$ cat src/rtl/spi_slave_loopback.sv
// SPI mode-0 slave, 8-bit MSB-first, oversampled by clk.
// MISO echoes the last complete byte received on MOSI.
module spi_slave_loopback #(
   parameter int SYNC_STAGES = 2
) (
   input  logic       clk,
   input  logic       reset,
   input  logic       SPI_CS,
   input  logic       SPI_Clk,
   input  logic       SPI_MOSI,
   output logic       SPI_MISO,
   output logic       Rx_DV,
   output logic [7:0] Rx_Data
);

   logic [SYNC_STAGES-1:0] sck_sync_q;
   logic [SYNC_STAGES-1:0] cs_sync_q;
   logic [SYNC_STAGES-1:0] mosi_sync_q;
   logic                   sck_prev_q;

   logic       sck_s, cs_s, mosi_s;
   logic       sck_rise, sck_fall;

   logic [2:0] bit_cnt_q, bit_cnt_d;
   logic [7:0] rx_shift_q, rx_shift_d;
   logic       done_q, done_d;
   logic       rx_dv_q, rx_dv_d;
   logic [7:0] rx_data_q, rx_data_d;
   logic [7:0] loop_q, loop_d;
   logic [7:0] tx_shift_q, tx_shift_d;

   assign sck_s    = sck_sync_q[SYNC_STAGES-1];
   assign cs_s     = cs_sync_q[SYNC_STAGES-1];
   assign mosi_s   = mosi_sync_q[SYNC_STAGES-1];
   assign sck_rise = sck_s & ~sck_prev_q;
   assign sck_fall = ~sck_s & sck_prev_q;

   assign SPI_MISO = tx_shift_q[7];
   assign Rx_DV    = rx_dv_q;
   assign Rx_Data  = rx_data_q;

   // Input synchronisers plus SCK edge-detect register
   always_ff @(posedge clk) begin
      if (reset) begin
         sck_sync_q  <= '0;
         cs_sync_q   <= '1;
         mosi_sync_q <= '0;
         sck_prev_q  <= 1'b0;
      end else begin
         sck_sync_q  <= {sck_sync_q[SYNC_STAGES-2:0], SPI_Clk};
         cs_sync_q   <= {cs_sync_q[SYNC_STAGES-2:0], SPI_CS};
         mosi_sync_q <= {mosi_sync_q[SYNC_STAGES-2:0], SPI_MOSI};
         sck_prev_q  <= sck_s;
      end
   end

   // Next-state: shift on SCK edges, publish byte one cycle after bit 8
   always_comb begin
      bit_cnt_d  = bit_cnt_q;
      rx_shift_d = rx_shift_q;
      done_d     = 1'b0;
      rx_dv_d    = 1'b0;
      rx_data_d  = rx_data_q;
      loop_d     = loop_q;
      tx_shift_d = tx_shift_q;
      if (cs_s) begin
         bit_cnt_d  = 3'd0;
         tx_shift_d = loop_q;
      end else begin
         if (sck_rise) begin
            rx_shift_d = {rx_shift_q[6:0], mosi_s};
            bit_cnt_d  = bit_cnt_q + 3'd1;
            done_d     = (bit_cnt_q == 3'd7);
         end
         if (sck_fall && bit_cnt_q != 3'd0) begin
            tx_shift_d = {tx_shift_q[6:0], 1'b0};
         end
      end
      if (done_q) begin
         rx_dv_d    = 1'b1;
         rx_data_d  = rx_shift_q;
         loop_d     = rx_shift_q;
         tx_shift_d = rx_shift_q;
      end
   end

   // Frame state registers
   always_ff @(posedge clk) begin
      if (reset) begin
         bit_cnt_q  <= 3'd0;
         rx_shift_q <= 8'h00;
         done_q     <= 1'b0;
         rx_dv_q    <= 1'b0;
         rx_data_q  <= 8'h00;
         loop_q     <= 8'h00;
         tx_shift_q <= 8'h00;
      end else begin
         bit_cnt_q  <= bit_cnt_d;
         rx_shift_q <= rx_shift_d;
         done_q     <= done_d;
         rx_dv_q    <= rx_dv_d;
         rx_data_q  <= rx_data_d;
         loop_q     <= loop_d;
         tx_shift_q <= tx_shift_d;
      end
   end

endmodule

$ cat config.mk
export PLATFORM = sky130hd
export DESIGN_NAME = spi_slave_loopback
export DESIGN_NICKNAME = d
export VERILOG_FILES = /design/src/rtl/spi_slave_loopback.sv
export SDC_FILE = /design/constraint.sdc
export NUM_CORES = 1
export LEC_CHECK = 0
export BUFFER_PORTS_ARGS = -buffer_cell sky130_fd_sc_hd__clkbuf_2
export CORE_MARGIN = 3
export CORE_UTILIZATION = 48
export DETAILED_ROUTE_END_ITERATION = 10
export HOLD_SLACK_MARGIN = 0.02
export PLACE_DENSITY = 0.72
export SYNTH_ARGS = -nofsm -noshare
export SYNTH_HDL_FRONTEND = slang
export SYNTH_SLANG_ARGS = --single-unit
$ cat constraint.sdc
create_clock -name clk -period 3.81 [get_ports clk]
set_input_delay 0.9525 -clock clk [delete_from_list [all_inputs] [get_ports clk]]
set_output_delay 0.9525 -clock clk [all_outputs]
set_load 0.01 [all_outputs]
* Yosys cells after proc, flatten, opt, wreduce, memory -nomap -nowiden
Cells that the tools add are included.
** Word-level totals
- Flip-flop bits (word level) :: 36
- Input bits :: 5
- Output and inout port bits :: 10
- Word-level logic and storage cells :: 28
** Operators by class
- Add/sub/neg operators :: 1
- Equality and inequality tests :: 1
- Mux-type cells :: 4
- Bitwise logic cells :: 6
- Reduce and logical (&&, ||, !) cells :: 6
** Operators by type and width (number)
- 8-bit two-way mux :: 3
- 3-bit nonzero test :: 2
- 1-bit NOT :: 4
- 3-bit by 1-bit adder with 3-bit output (second input constant) :: 1
- 3-bit equality test (second input constant) :: 1
- 3-bit OR reduction :: 1
- 1-bit bitwise AND :: 2
- 2-bit AND reduction :: 1
- 2-bit OR reduction :: 1
- 1-bit logical AND :: 1
- 1-bit two-way mux :: 1

* Depth between registers and ports, before layout
Gate-level depths: netlist of run 1.
- Depth in word-level cells :: 6
- Depth in mapped cells :: 6
- Depth with buffers taken out :: 5

* Least setup slack after synthesis of run 1
No wires, ideal clock.
- Path type :: input -> register
- From :: input port reset
- To :: register bit_cnt_q[0]
- Library setup time :: 0.130 ns
- Data arrival time :: 1.561 ns
- Data required time :: 3.680 ns
- Slack :: 2.120 ns
- Stages :: 3
- Buffers on the path :: 2
- Cells stage by stage :: clkbuf_1 buf_1 nor3_1
** On the way
- Word-level cells in the longest chain between the ends :: 1
** RTL lines
- start, declared :: RTL line 7 : input logic reset,
- 2-bit OR reduction (no source line)
- end signal, assigned :: RTL line 98 : bit_cnt_q <= bit_cnt_d;
- end, declared :: RTL line 24 : logic [2:0] bit_cnt_q, bit_cnt_d;
No other way between the ends.
A chain may end at the register's enable or synchronous reset.

==> flow_summary.yaml, run 1 <==
die:
  start_util: 0.5259
  ios: 15
  core_area_um2: 2900
  fp.dieW_um: 62.37
  rows: 19
  fp.dieH_um: 62.37
  dieArea_um2: 3890
clock_tree:
  cts_resized: 0
  ctsLongestPathBuffers: 2
  cts.clk_slew.worst_paths_ns: 0.10
  post_cts_buffers: 0
  postCtsHoldBufs: 0
  cts_tree: "yes"
  clock_sinks: 36
  ctsHtreeMaxLevel: 2
  insertion_delay_ns: 0.33
  numCtsBuffers: 5
  root_buffer: "clkbuf_4"
setup_path:
  required_ns: 4.01
  setup.worst_path.start: "reset"
  worstPathMaxFanout: 37
  r2r_start: "cs_sync_q[1]"
  crit_type: "input pin to flop"
  arrival_ns: 2.14
  start_kind: "input pin"
  rr_endpoint: "rx_shift_q[3]"
  r2r_slack_ns: 1.99
  worstRegToRegCells: 3
  endpoint_kind: "flop"
  endpoint: "tx_shift_q[7]"
power_and_ir_drop:
  cellLeakagePower_nw: 0.5951
  p_per_area_nw_per_um2: 351.5
  vdd_drop_max_v: 0.0002483
finish:
  num_antenna_cells: 0
  finalNonFillerCells: 191
  finalNetCount: 159
  areaGrowthSynthToFinish_pct: 6.727
  drive_gt1_frac: 0.2215
sta:
  setup_violations: 0
  rsz0062_at_grt: "false"
  slew_violations: 0
  hold_violations: 0
  fin_crit_sh: 0.5091
  tightest_slew_ns: 0.9660
  fin_crit_ns: 1.940
  finalClockSkew_ns: 0.01349
  max-slew-margin-rel: 0.3551
  max_freq_ghz: 0.5156
  whs_ns: 0.4153
  tns_ns: 0
detailed_routing:
  wl_per_cell_um: 13.71
  drcViolationCount: 0
  vias_per_cell: 5.372
  wirelength_mm: 2.618
  drt_iter0_drc: 34
  antenna_left: 0
  dr.pass1.iters: 5
  vias: 1026
synth:
  yosys_warnings: 0
  synth_edf_count: 0
  synth_top_family_by_area: "multiplexers"
  synthAdderAreaFrac: 0.02461
  yosys.area_share.simple: 0.1345
  ys_types: 29
  seq_area_frac_synth: 0.4725
  syn_nets: 148
  synthCells: 140
  async_flop_share: 0
  syn_area_um2: 1525
  yosys_most_used_dff: "dfxtp_1"
  synth_compound_area_frac: 0.1362
  synth.mux.area_fraction: 0.1813
  synth_xor_area_frac: 0.005742
  avgSynthCellArea_um2: 10.89
  ys_ff_latch: 36
run:
  cap_viol_max_count: 0
min_path:
  hold_start: "cs_sync_q[0]"
  holdCritPathClass: "flop to flop"
  whs_path_depth: 1
placement:
  dp_hpwl_mm: 1.720
  port_buffers: 14
  placed_cells: 186
  gp_congestion: 0.7226
global_routing:
  grt.total_usage: 0.1501
  grt.overflow.total: 0
  grt_pass1_wl_mm: 4.664
  grt_max_degree: 38
  grt_antenna_before_repair: 0
  grt_pass1_vias: 1008
run_status:
  outcome: "finished clean"
stage by stage:
stage / total power, mW / utilization / setup slack [ns] / cell area (µm²)
after floorplan: 0.4074 / - / 2.120 / 1525
after global placement: 0.4103 / 0.5483 / 1.564 / 1590
after detailed placement: 0.4107 / 0.5483 / 1.537 / 1590
after CTS: 0.5781 / 0.5613 / 1.901 / 1628
after global routing: 0.6006 / 0.5613 / 1.747 / 1628
final: 0.5722 / 0.5613 / 1.870 / 1628
state kept, by name, indices dropped and copies added, names as in the netlist:
register,cells
tx_shift_q,8
cs_sync_q,2
bit_cnt_q,3
rx_shift_q,8
loop_q,8
Rx_DV,1
done_q,1
mosi_sync_q,2
sck_sync_q,2
sck_prev_q,1
worst min path at each step:
stage                    to  slack [ns]
3_3_place_gp   cs_sync_q[1]        0.39
6_report       cs_sync_q[1]        0.42
5_1_grt        cs_sync_q[1]        0.45
3_5_place_dp   cs_sync_q[1]        0.40
4_1_cts        cs_sync_q[1]        0.42
2_1_floorplan  cs_sync_q[1]        0.38
logic make-up after synthesis:
| group | count (synthesis) |
|---|---|
| fa+ha+maj | 3 |
| compound gates | 22 |
| xor+xnor | 1 |
| simple gates | 38 |
| buf+inv | 13 |
| mux | 27 |
| flops | 36 |
synthesized netlist by cell type, drive strengths merged, types with 2 or more instances:
cell	number	area [µm²]
buf	7	46.29
a21oi	3	15.01
nand2	3	11.26
o31ai	7	87.58
o2111ai	7	61.31
or2	2	12.51
o21a	3	30.02
mux2	5	56.30
mux2i	22	220.2
nand2b	4	25.02
clkbuf	3	11.26
ha	3	37.54
nor2	15	63.81
inv	3	11.26
nor2b	7	43.79
nor3	3	15.01
dfxtp	36	720.7
critical path, cell delays in order:
cell and delay [ns]:
clkbuf_2 0.58, inv_1 0.29, o2111ai_1 0.20, o31ai_2 0.10
power breakdown:
group / switching (mW) / leakage, nW / internal [mW]
Clock: 0.109 / 0.0230 / 0.0616
Combinational: 0.0125 / 0.281 / 0.00671
Sequential: 0.00344 / 0.291 / 0.379
Total: 0.125 / 0.595 / 0.448
layout by cell type, fill, tap and decap left out, types with 4 or more instances in the layout:
| cell | synthesis | final |
|---|---|---|
| nand2b_1 | 4 | 4 |
| clkbuf_2 | 0 | 14 |
| nor2_1 | 14 | 14 |
| o31ai_2 | 7 | 7 |
| o2111ai_1 | 7 | 7 |
| mux2_2 | 4 | 4 |
| clkbuf_4 | 0 | 5 |
| dfxtp_1 | 36 | 36 |
| mux2i_1 | 22 | 22 |
| nor2b_1 | 7 | 7 |
routing by layer:
layer / track usage / up-vias / part of all wire
met5: 0 / - / 0
met4: 0.05785 / 0 / 0.014
met3: 0.05036 / 4 / 0.047
met2: 0.2177 / 20 / 0.45
met1: 0.2056 / 489 / 0.49
li1: - / 513 / -
layout make-up:
cell class	instances	area, µm²
multi-input combinational	91	735.7
inverter	3	11.26
tap	42	52.55
sequential	36	720.7
fill	281	1272
clock buffer	5	37.54
timing repair buffer	14	70.07
Power figures use the tool's default switching activity.
==> inputs of run 2 (changes only) <==
--- a/config.mk
+++ b/config.mk
@@ -5,12 +5,13 @@
 export SDC_FILE = /design/constraint.sdc
 export NUM_CORES = 1
 export LEC_CHECK = 0
+export ABC_AREA = 1
 export BUFFER_PORTS_ARGS = -buffer_cell sky130_fd_sc_hd__clkbuf_2
 export CORE_MARGIN = 3
 export CORE_UTILIZATION = 48
 export DETAILED_ROUTE_END_ITERATION = 10
 export HOLD_SLACK_MARGIN = 0.02
-export PLACE_DENSITY = 0.72
+export PLACE_DENSITY = 0.75
 export SYNTH_ARGS = -nofsm -noshare
 export SYNTH_HDL_FRONTEND = slang
 export SYNTH_SLANG_ARGS = --single-unit
==> constraint.sdc (replaced) <==
create_clock -name clk -period 1.6 [get_ports clk]
set_input_delay 0.4 -clock clk [delete_from_list [all_inputs] [get_ports clk]]
set_output_delay 0.4 -clock clk [all_outputs]
set_load 0.01 [all_outputs]
==> run 2 against run 1 <==
Final cell count is 39% higher. Register-to-register slack worse by 1.7 ns. Clock-buffer cell count up 1. Core utilization is 1.9 points higher. Routed wire length up 7.4%. Critical endpoint is now Rx_Data[3]. Largest cell class is now sequential cells.
==> flow_summary.yaml, run 2 <==
run_status:
  outcome: "finished clean"
sta:
  rsz0062_at_grt: "false"
  hold_violations: 0
  max_freq_ghz: 0.7790
  finalClockSkew_ns: 0.01492
  fin_crit_sh: 0.8023
  fin_crit_ns: 1.284
  tns_ns: 0
  setup_violations: 0
  slew_violations: 0
  tightest_slew_ns: 0.4664
  worst_slack_ns: 0.3163
  max-slew-margin-rel: 0.6886
detailed_routing:
  wl_per_cell_um: 10.57
  dr.pass1.iters: 5
  wirelength_mm: 2.812
  vias: 1244
  drt_iter0_drc: 97
  antenna_left: 0
  vias_per_cell: 4.677
  drcViolationCount: 0
die:
  start_util: 0.5246
  core_area_um2: 2877
  rows: 19
  fp.dieH_um: 62.07
  ios: 15
  fp.dieW_um: 62.07
  dieArea_um2: 3853
finish:
  drive_gt1_frac: 0.1473
  nFillCells: 299
  reg_top3: "loop_q x8, rx_shift_q x8, tx_shift_q x8"
  areaGrowthSynthToFinish_pct: 10.61
  num_antenna_cells: 0
  finalNetCount: 231
  final_cell_mix: "nand2_1, dfxtp_1, nor2_1, a21oi_1, inv_1"
  mostFrequentLayoutCell: "nand2_1"
synth:
  avgSynthCellArea_um2: 7.290
  synthTopCellsByCount: "nand2_1, dfxtp_1, nor2_1"
  synth_edf_count: 0
  async_flop_share: 0
  syn_area_um2: 1509
  seq_area_frac_synth: 0.4776
  yosys.area.top_type: "dfxtp_1"
  yosys_most_used_dff: "dfxtp_1"
  synth_top_area_share: 0.4776
  synth.most_common_cell: "nand2_1"
  ys_ff_latch: 36
  syn_nets: 215
  synthCells: 207
  ys_types: 19
  yosys_warnings: 0
  synth_area_leaders: "dfxtp_1, nand2_1, nor2_1"
setup_path:
  crit_type: "flop to primary output"
  start_kind: "flop"
  endpoint_kind: "primary output"
  path_delay_family: "flip-flops"
  required_ns: 1.20
  critPathBufInv: 1
  worst_path_max_delay_cell: "dfxtp_1"
  worstPathMaxFanout: 3
  crit_chain: "clkbuf_2"
  slowest_delay_ns: 0.39
  arrival_ns: 0.88
power_and_ir_drop:
  cellLeakagePower_nw: 0.7546
  p_sw_uw: 354.9
  p_per_area_nw_per_um2: 968.1
  p_int_mw: 1.261
  power.sequential.fraction: 0.567
  sw_frac_of_total: 0.2196
  pwr-share-comb: 0.045
  vdd_drop_max_v: 0.0005508
  clockPowerShare: 0.388
clock_tree:
  ctsHtreeMaxLevel: 2
  cts_resized: 0
  insertion_delay_ns: 0.34
  cts.clk_slew.worst_paths_ns: 0.12
  postCtsHoldBufs: 0
  numCtsBuffers: 5
  clock_sinks: 36
  post_cts_buffers: 0
  root_buffer: "clkbuf_4"
  ctsLongestPathBuffers: 2
  cts_tree: "yes"
placement:
  preCtsSetupSlack_ns: 0.3439
  port_buffers: 14
  dp_hpwl_mm: 1.966
  gp_congestion: 0.7853
global_routing:
  grt_pass1_vias: 1049
  grt_antenna_before_repair: 0
  grt.overflow.total: 0
  grt_max_degree: 20
  grt.total_usage: 0.1719
  grt_pass1_wl_mm: 4.719
min_path:
  holdCritPathClass: "input pin to flop"
run:
  cap_viol_max_count: 0
run 2: final timing paths:
| kind | endpoint | startpoint | cells past startpoint | slack, ns |
|---|---|---|---|---|
| worst min-delay path | cs_sync_q[0] | SPI_CS | 2 | 0.24 |
| worst max-delay path | Rx_Data[3] | loop_q[3] | 1 | 0.32 |
| worst max register to register | tx_shift_q[0] | done_q | 5 | 0.34 |
| worst min register to register | mosi_sync_q[1] | mosi_sync_q[0] | 2 | 0.41 |
run 2: kinds of logic (layout without fill, tap and decap cells):
group | count (synthesis) | count (layout) | synth area share
simple gates | 118 | 118 | 0.3275
buf+inv | 28 | 45 | 0.08955
fa+ha+maj | 3 | 3 | 0.02488
compound gates | 22 | 22 | 0.08043
flops | 36 | 36 | 0.4776
run 2: layout make-up:
class,count,area (µm²),share of cell area
clock buffers,6,41.29,0.02474
clock inverters,2,35.03,0.02099
inverters,21,81.33,0.04873
multi-input cells,143,653.1,0.3913
flip-flops and latches,36,720.7,0.4318
well taps,42,52.55,0.03148
repair buffers,16,85.08,0.05097
run 2: metrics by stage:
stage | power (mW) | std cells | instance area, µm² | hold slack (ns) | util
2_1_floorplan | 0.9939 | 207 | 1509 | 0.3883 | -
3_3_place_gp | 1.009 | 258 | 1593 | 0.3936 | 0.5537
3_5_place_dp | 1.011 | 258 | 1593 | 0.3960 | 0.5537
4_1_cts | 1.632 | 266 | 1669 | 0.2309 | 0.5803
5_1_grt | 1.694 | 266 | 1669 | 0.2122 | 0.5803
6_report | 1.616 | 266 | 1669 | 0.2354 | 0.5803
run 2: power by group through the flow:
| stage | registers [mW] | clock network (mW) | logic (mW) |
|---|---|---|---|
| 2_1_floorplan | 0.934 | 0 | 0.0599 |
| 5_1_grt | 0.919 | 0.692 | 0.0837 |
| 4_1_cts | 0.916 | 0.642 | 0.0740 |
| 6_report | 0.916 | 0.627 | 0.0728 |
| 3_3_place_gp | 0.937 | 0 | 0.0728 |
| 3_5_place_dp | 0.937 | 0 | 0.0738 |
run 2: metal layers:
metal / up-vias / routed length, µm / GRT usage
li1: 675 / - / -
met1: 545 / 1407 / 0.2236
met2: 20 / 1252 / 0.2470
met3: 4 / 122 / 0.07438
met4: 0 / 29 / 0.07273
met5: - / 0 / 0
